==> src/rtl/analog_anneal_ctrl.sv <==
// Run sequencer for the analog Ising macro wrapper: configure, optional J/h load,
// then iterate spin push/collect until the iteration limit or convergence.
module analog_anneal_ctrl #(
    parameter int unsigned NUM_SPIN        = 256,
    parameter int unsigned ITER_BITWIDTH   = 16,
    parameter int unsigned STABLE_BITWIDTH = 4
) (
    input  logic                       clk_i,
    input  logic                       rst_i,
    input  logic                       start_i,
    input  logic                       abort_i,
    input  logic                       skip_load_i,
    input  logic [ITER_BITWIDTH-1:0]   iter_num_i,
    input  logic [STABLE_BITWIDTH-1:0] stable_thresh_i,
    input  logic [NUM_SPIN-1:0]        init_spin_i,
    output logic                       analog_cfg_en_o,
    output logic                       dt_cfg_enable_o,
    input  logic                       dt_cfg_idle_i,
    output logic                       spin_pop_valid_o,
    input  logic                       spin_pop_ready_i,
    output logic [NUM_SPIN-1:0]        spin_pop_o,
    input  logic                       spin_valid_i,
    output logic                       spin_ready_o,
    input  logic [NUM_SPIN-1:0]        spin_i,
    output logic                       result_valid_o,
    input  logic                       result_ready_i,
    output logic [NUM_SPIN-1:0]        result_spin_o,
    output logic [ITER_BITWIDTH-1:0]   iter_count_o,
    output logic                       converged_o,
    output logic                       busy_o,
    output logic                       done_o
);

    typedef enum logic [2:0] {
        S_IDLE, S_CFG, S_LOAD, S_LOAD_BUSY, S_LOAD_DONE, S_PUSH, S_WAIT_SPIN, S_OUT
    } state_e;

    state_e                     state_q, state_d;
    logic [ITER_BITWIDTH-1:0]   iter_num_q, iter_num_d;
    logic [STABLE_BITWIDTH-1:0] thresh_q, thresh_d;
    logic                       skip_load_q, skip_load_d;
    logic [NUM_SPIN-1:0]        spin_q, spin_d;
    logic [STABLE_BITWIDTH-1:0] stable_q, stable_d;
    logic [ITER_BITWIDTH-1:0]   iter_count_q, iter_count_d;
    logic                       converged_q, converged_d;

    logic [STABLE_BITWIDTH-1:0] stable_sat;
    logic [STABLE_BITWIDTH-1:0] stable_new;
    logic [ITER_BITWIDTH-1:0]   iter_new;
    logic                       conv_hit;

    always_ff @(posedge clk_i) begin
        if (rst_i) begin
            state_q      <= S_IDLE;
            iter_num_q   <= '0;
            thresh_q     <= '0;
            skip_load_q  <= 1'b0;
            spin_q       <= '0;
            stable_q     <= '0;
            iter_count_q <= '0;
            converged_q  <= 1'b0;
        end else begin
            state_q      <= state_d;
            iter_num_q   <= iter_num_d;
            thresh_q     <= thresh_d;
            skip_load_q  <= skip_load_d;
            spin_q       <= spin_d;
            stable_q     <= stable_d;
            iter_count_q <= iter_count_d;
            converged_q  <= converged_d;
        end
    end

    always_comb begin
        state_d      = state_q;
        iter_num_d   = iter_num_q;
        thresh_d     = thresh_q;
        skip_load_d  = skip_load_q;
        spin_d       = spin_q;
        stable_d     = stable_q;
        iter_count_d = iter_count_q;
        converged_d  = converged_q;

        stable_sat = (stable_q == '1) ? stable_q : stable_q + 1'b1;
        stable_new = (spin_i == spin_q) ? stable_sat : '0;
        iter_new   = iter_count_q + 1'b1;
        conv_hit   = (thresh_q != '0) && (stable_new >= thresh_q);

        // Abort wins over every transition and freezes the run bookkeeping.
        if (abort_i) begin
            state_d = S_IDLE;
        end else begin
            case (state_q)
                S_IDLE: begin
                    if (start_i) begin
                        iter_num_d   = iter_num_i;
                        thresh_d     = stable_thresh_i;
                        skip_load_d  = skip_load_i;
                        spin_d       = init_spin_i;
                        stable_d     = '0;
                        iter_count_d = '0;
                        converged_d  = 1'b0;
                        state_d      = S_CFG;
                    end
                end
                S_CFG: begin
                    if (!skip_load_q)           state_d = S_LOAD;
                    else if (iter_num_q == '0)  state_d = S_OUT;
                    else                        state_d = S_PUSH;
                end
                S_LOAD:      state_d = S_LOAD_BUSY;
                // Idle may still read high right after the pulse; wait for it to drop first.
                S_LOAD_BUSY: if (!dt_cfg_idle_i) state_d = S_LOAD_DONE;
                S_LOAD_DONE: begin
                    if (dt_cfg_idle_i) state_d = (iter_num_q == '0) ? S_OUT : S_PUSH;
                end
                S_PUSH:      if (spin_pop_ready_i) state_d = S_WAIT_SPIN;
                S_WAIT_SPIN: begin
                    if (spin_valid_i) begin
                        iter_count_d = iter_new;
                        stable_d     = stable_new;
                        spin_d       = spin_i;
                        if (conv_hit) begin
                            converged_d = 1'b1;
                            state_d     = S_OUT;
                        end else if (iter_new == iter_num_q) begin
                            state_d = S_OUT;
                        end else begin
                            state_d = S_PUSH;
                        end
                    end
                end
                S_OUT:       if (result_ready_i) state_d = S_IDLE;
                default:     state_d = S_IDLE;
            endcase
        end
    end

    assign analog_cfg_en_o  = (state_q == S_CFG);
    assign dt_cfg_enable_o  = (state_q == S_LOAD);
    assign spin_pop_valid_o = (state_q == S_PUSH);
    assign spin_pop_o       = spin_q;
    assign spin_ready_o     = (state_q == S_WAIT_SPIN);
    assign result_valid_o   = (state_q == S_OUT);
    assign result_spin_o    = spin_q;
    assign iter_count_o     = iter_count_q;
    assign converged_o      = converged_q;
    assign busy_o           = (state_q != S_IDLE);
    assign done_o           = (state_q == S_OUT) && result_ready_i && !abort_i;

endmodule
==> config.mk <==
export PLATFORM = sky130hd
export DESIGN_NAME = analog_anneal_ctrl
export DESIGN_NICKNAME = d
export VERILOG_FILES = /design/src/rtl/analog_anneal_ctrl.sv
export SDC_FILE = /design/constraint.sdc
export NUM_CORES = 1
export LEC_CHECK = 0
export BUFFER_PORTS_ARGS = -buffer_cell sky130_fd_sc_hd__buf_2
export CAP_MARGIN = 25
export CORE_AREA = 2 2 414 416
export CTS_CLUSTER_SIZE = 8
export DETAILED_ROUTE_END_ITERATION = 12
export DIE_AREA = 0 0 416 418
export MAX_ROUTING_LAYER = met4
export PLACE_DENSITY = 0.3
export SYNTH_ARGS = -nofsm -noshare
export SYNTH_HDL_FRONTEND = slang
export SYNTH_SLANG_ARGS = --single-unit
==> constraint.sdc <==
create_clock -name clk_i -period 3.4 [get_ports clk_i]
set_clock_uncertainty 0.15 [all_clocks]
set_input_delay 0.34 -clock clk_i [delete_from_list [all_inputs] [get_ports clk_i]]
set_output_delay 0.34 -clock clk_i [all_outputs]
set_load 0.005 [all_outputs]
# Yosys cells after proc, flatten, opt, wreduce, memory -nomap -nowiden
# Cells that the tools add are included.
[op_classes]
n_addsub = 2
n_lt_le_gt_ge = 1
n_eq_ne = 17
mux = 26
n_bitwise = 1
n_reduce_logical = 14
[ops]
columns = ["operator", "n"]
rows = [
  ["256-bit 2-to-1 mux", 2],
  ["256-bit one-hot mux with 2 select lines", 1],
  ["256-bit equality test", 1],
  ["16-bit 2-to-1 mux", 2],
  ["16-bit one-hot mux with 2 select lines", 1],
  ["3-bit one-hot mux with 8 select lines", 1],
  ["3-bit 2-to-1 mux", 7],
  ["16-bit by 1-bit adder with 16-bit output, second input constant", 1],
  ["16-bit equality test", 1],
  ["16-bit logical NOT", 1],
  ["4-bit 2-to-1 mux", 4],
  ["3-bit equality test, second input constant", 4],
  ["2-bit inequality test, second input constant", 4],
  ["4-bit one-hot mux with 2 select lines", 1],
  ["3-bit by 2-bit equality test with 1-bit output, second input constant", 2],
  ["2-bit 2-to-1 mux", 3],
  ["2-bit by 1-bit inequality test with 1-bit output, second input constant", 3],
  ["6-bit AND reduction", 1],
  ["5-bit AND reduction", 1],
  ["4-bit by 1-bit adder with 4-bit output, second input constant", 1],
  ["4-bit equality test, second input constant", 1],
  ["4-bit >= comparator", 1],
  ["4-bit AND reduction", 1],
  ["4-bit nonzero test", 1],
  ["11 further kinds", 15],
]
[totals]
ff_bits = 301
input_bits = 541
output_inout_bits = 536
wordCells = 69

# Depth between registers and ports, before layout
[logic_depth]
ltp_word = 8
mapped_depth = 14
mapped_depth_nobuf = 14

# Worst setup path before layout
# Ideal clock, no wire load.
[synth_path]
path_type = "register to register"
start = "reg spin_q[176] (netlist: result_spin_o[176])"
end = "reg state_q[1]"
setup_time_ps = 128
arrival_ps = 2783
required_ps = 3122
slack_ps = 340
stages_incl_launch_ff = 15
n_path_buf = 0
cell_sequence = "dfxtp_1 > xnor2_1 > nand4_1 > nor4_1 > nand4_1 > nor4_4 > nand3_1 > ha_1 > nand2b_1 > a21o_1 > a21o_1 > a21oi_1 > o21ai_0 > a221oi_1 > a21oi_1"
[synth_via]
elab_chain_len = 7
[synth_lines]
columns = ["element", "line_no", "text"]
rows = [
  ["from (decl)", "42", "logic [NUM_SPIN-1:0] spin_q, spin_d;"],
  ["from (signal assigned)", "67", "spin_q <= spin_d;"],
  ["256-bit equality test", "85", "stable_new = (spin_i == spin_q) ? stable_sat : '0;"],
  ["4-bit 2-to-1 mux", "85", ""],
  ["4-bit >= comparator", "87", "conv_hit = (thresh_q != '0) && (stable_new >= thresh_q);"],
  ["1-bit logical AND", "87", ""],
  ["2-bit 2-to-1 mux", "123", "if (conv_hit) begin"],
  ["3-bit 2-to-1 mux", "119", "if (spin_valid_i) begin"],
  ["3-bit one-hot mux with 8 select lines", "93", "case (state_q)"],
  ["to (signal assigned)", "63", "state_q <= state_d;"],
  ["to (decl)", "38", "state_e state_q, state_d;"],
]
# No other way between the ends. The select of a mux whose other input is x is not followed.
# A chain may end at the register's enable or synchronous reset.

# Worst setup path in the final report
[layout_path]
start = "reg spin_q[50] (netlist: result_spin_o[50])"
end = "reg state_q[1]"
# Same word-level chain as after synthesis.

==> out/metrics.csv <==
stage,metric,value,unit
synthesis,synthCells,2372,
global_route,first_global_vias,24283,
placement,gp_congestion,0.8817,
outcome,status,"complete, but fails checks",
synthesis,yosysWarningCount,0,
synthesis,synth_edf_count,0,
global_route,antenna_found_initial,34,
placement,port_buffers,1076,
die,die_y,418,um
global_route,grt_start_max_net_pins,110,
die,rows,151,
global_route,overflow,0,
die,core-area,169100,sq um
sta,period_share,1.223,
synthesis,ys.flop_type,dfxtp_1,
run,cap_violations,0,
setup_path,critPathArrivalTime,4.51,ns
sta,rsz0062_at_grt,yes,
synthesis,seq_area_frac_synth,0.3288,
cts,path_clk_slew,0.06,ns
outcome,violations,setup timing,
die,die_area,173900,sq um
global_route,grt_pass1_wl,209600,um
sta,worst_pin_slew,0.8547,ns
power_and_ir_drop,intPower,8.530,mW
drt,wl_per_cell,24.90,um
cts,cts_max_path_buffers,3,
hold_path,min_path_type,in2reg,
cells_and_area,fillers,19270,
placement,pre_cts_slack,-2.001,ns
drt,viasPerCell,3.765,
drt,ant_nets,0,
cts,cts.sinks,301,
die,start_util,0.1084,
power_and_ir_drop,clkPwrFrac,0.378,
power_and_ir_drop,powerDensity,360.6,nW/um^2
setup_path,required,3.75,ns
setup_path,worstSetupPathType,reg2reg,
sta,fmax,240.4,MHz
sta,post-route-min-period,4.159,ns
synthesis,syn_nets,2919,
power_and_ir_drop,comb_power_share,0.315,
sta,slew_violations,0,
synthesis,synth.distinct_cells,50,
drt,drc_errors,0,
cells_and_area,fin_nets,4729,
power_and_ir_drop,switching_share,0.3317,
sta,finalHoldViolations,0,
drt,num_vias,24241,
sta,finalSetupViolCount,2,
cells_and_area,drive_gt1_frac,0.4126,
cells_and_area,area_growth,93.18,%
cts,cts_buffers,48,
setup_path,worst_setup_path_end_kind,flip-flop,
drt,routed_wl,160300,um
synthesis,ys_async_sr_fraction,0,
power_and_ir_drop,p_sw,4.234,mW
sta,setup-tns-final,-1.490,ns
global_route,grt_usage,0.1811,
cts,clk_latency,0.63,ns
power_and_ir_drop,power,12.76,mW
die,die_width,416,um
drt,drtIter0Drc,1425,
cts,cts_tree,yes,
drt,first_pass_iters,5,
cts,cts_root_buffer,clkbuf_16,
synthesis,synth.cell_area,18330,sq um
power_and_ir_drop,power_leakage,16.62,nW
setup_path,crit_fanout,3,
synthesis,syn_avg_cell_area,7.726,sq um
sta,setup_slack,-0.7591,ns
cts,h-tree-depth,2,
power_and_ir_drop,pwr-share-seq,0.307,
setup_path,crit_path_start_kind,flip-flop,
die,ioPinCount,1077,
power_and_ir_drop,peakVddDrop,274.9,uV
placement,dpl.hpwl,134100,um
sta,relSlewSlack,0.4282,
synthesis,ys_ff_latch,301,
critical path: stages, from the launching register on:
cell,delay (ns)
dfxtp_1,0.35
xnor2_1,0.35
nand4_1,0.34
buf_4,0.28
nor4_2,0.55
buf_4,0.21
nand4_1,0.08
nor2_1,0.21
buf_4,0.20
nand3_4,0.08
ha_4,0.21
nand2b_4,0.13
a21o_1,0.17
a21o_1,0.16
a21oi_2,0.17
o21ai_2,0.07
a221oi_2,0.21
a21oi_1,0.08
power by group through the flow:
stage               registers [mW]  logic (mW)  clock network [mW]
detailed placement            3.99        3.57                   0
floorplan                     4.07        1.13                   0
CTS                           3.91        4.15                5.07
global placement              3.98        3.58                   0
finish                        3.92        4.02                4.83
global route                  3.94        4.34                5.16
stage by stage:
step / util / instance area, sq um / hold slack (ns) / instances
after floorplan: - / 18330 / 0.2693 / 2372
after global placement: 0.1680 / 28410 / 0.3299 / 5812
after detailed placement: 0.1680 / 28410 / 0.3361 / 5812
after CTS: 0.2087 / 35290 / 0.004885 / 6423
after global routing: 0.2093 / 35390 / 0.03532 / 6433
final: 0.2094 / 35400 / 0.06170 / 6438
final cells by class:
class | instances | area, sq um | area share
multi-input combinational | 1635 | 9742 | 0.2752
timing repair buffer | 2179 | 15340 | 0.4332
inverter | 17 | 71.32 | 0.002015
clock inverter | 6 | 42.54 | 0.001202
antenna | 13 | 32.53 | 0.0009190
sequential | 301 | 6030 | 0.1703
clock buffer | 69 | 1371 | 0.03874
tap | 2218 | 2775 | 0.07839
routing by layer:
metal	vias to the layer above	wire, um	track usage
li1	11571	-	-
met1	11808	65710	0.2100
met2	739	82820	0.3222
met3	123	8527	0.03520
met4	0	3227	0.03735
met5	-	0	-
cells by family after synthesis:
group / synth area share
xor+xnor: 0.1298
fa+ha+maj: 0.004097
buf+inv: 0.1486
compound gates: 0.1446
simple gates: 0.2292
flops: 0.3288
mux: 0.01482
synthesized netlist by cell type, types with 2 or more instances:
cell type    n  area [sq um]
a211oi_1     2         15.01
a21o_1       2         15.01
a21oi_1     26         130.1
a22oi_1      8         60.06
a311oi_1   256          2242
and3_1       6         37.54
buf_2       88         440.4
buf_4      260          1952
clkbuf_1    70         262.8
dfxtp_1    301          6026
ha_1         6         75.07
inv_1       16         60.06
mux2i_1     26         260.3
nand2_1    542          2034
nand2b_1     3         18.77
nand3_1     13         65.06
nand3b_1     2         15.01
nand4_1     72         450.4
nor2_1     318          1194
nor2b_1      3         18.77
nor3_1      12         60.06
nor3b_1      2         15.01
nor4_1      24         150.1
nor4_4       2         42.54
o21ai_0     16         80.08
o22ai_1      5         31.28
xnor2_1    256          2242
xor2_1      13         113.9
repair_timing:
item	CTS	global route
resized for setup	19	8
hold buffers	534	0
setup endpoints to repair	6	78
setup buffers	2	2
gates cloned	0	0
pin swaps	15	13
hold endpoints to repair	280	0
layout by cell type (no fill, tap or decap), drive strengths merged, types with 16 or more instances in the layout:
cell	synthesis	layout
inv	17	19
nand2	542	542
xnor2	256	256
clkbuf	71	69
nor2	319	319
dlygate4sd3	0	534
a21oi	26	26
buf	348	1645
mux2i	26	26
nor4	27	27
nand4	74	74
o21ai	16	16
dfxtp	301	301
a311oi	256	256
state kept, by name (all words and copies together) (netlist names):
signal	count
converged_o	1
iter_count_o	16
iter_num_q	16
result_spin_o	256
skip_load_q	1
stable_q	4
state_q	3
thresh_q	4
path summary, 6_finish.rpt:
kind                           from                 end  slack (ns)  cells past startpoint
setup / recovery  result_spin_o[50]          state_q[1]       -0.76                     17
hold / removal          spin_i[100]  result_spin_o[100]        0.06                      4
setup reg to reg  result_spin_o[50]          state_q[1]       -0.76                     17
hold reg to reg         stable_q[1]         stable_q[1]        0.35                      2
No activity file was read; power rests on OpenSTA's default activity.
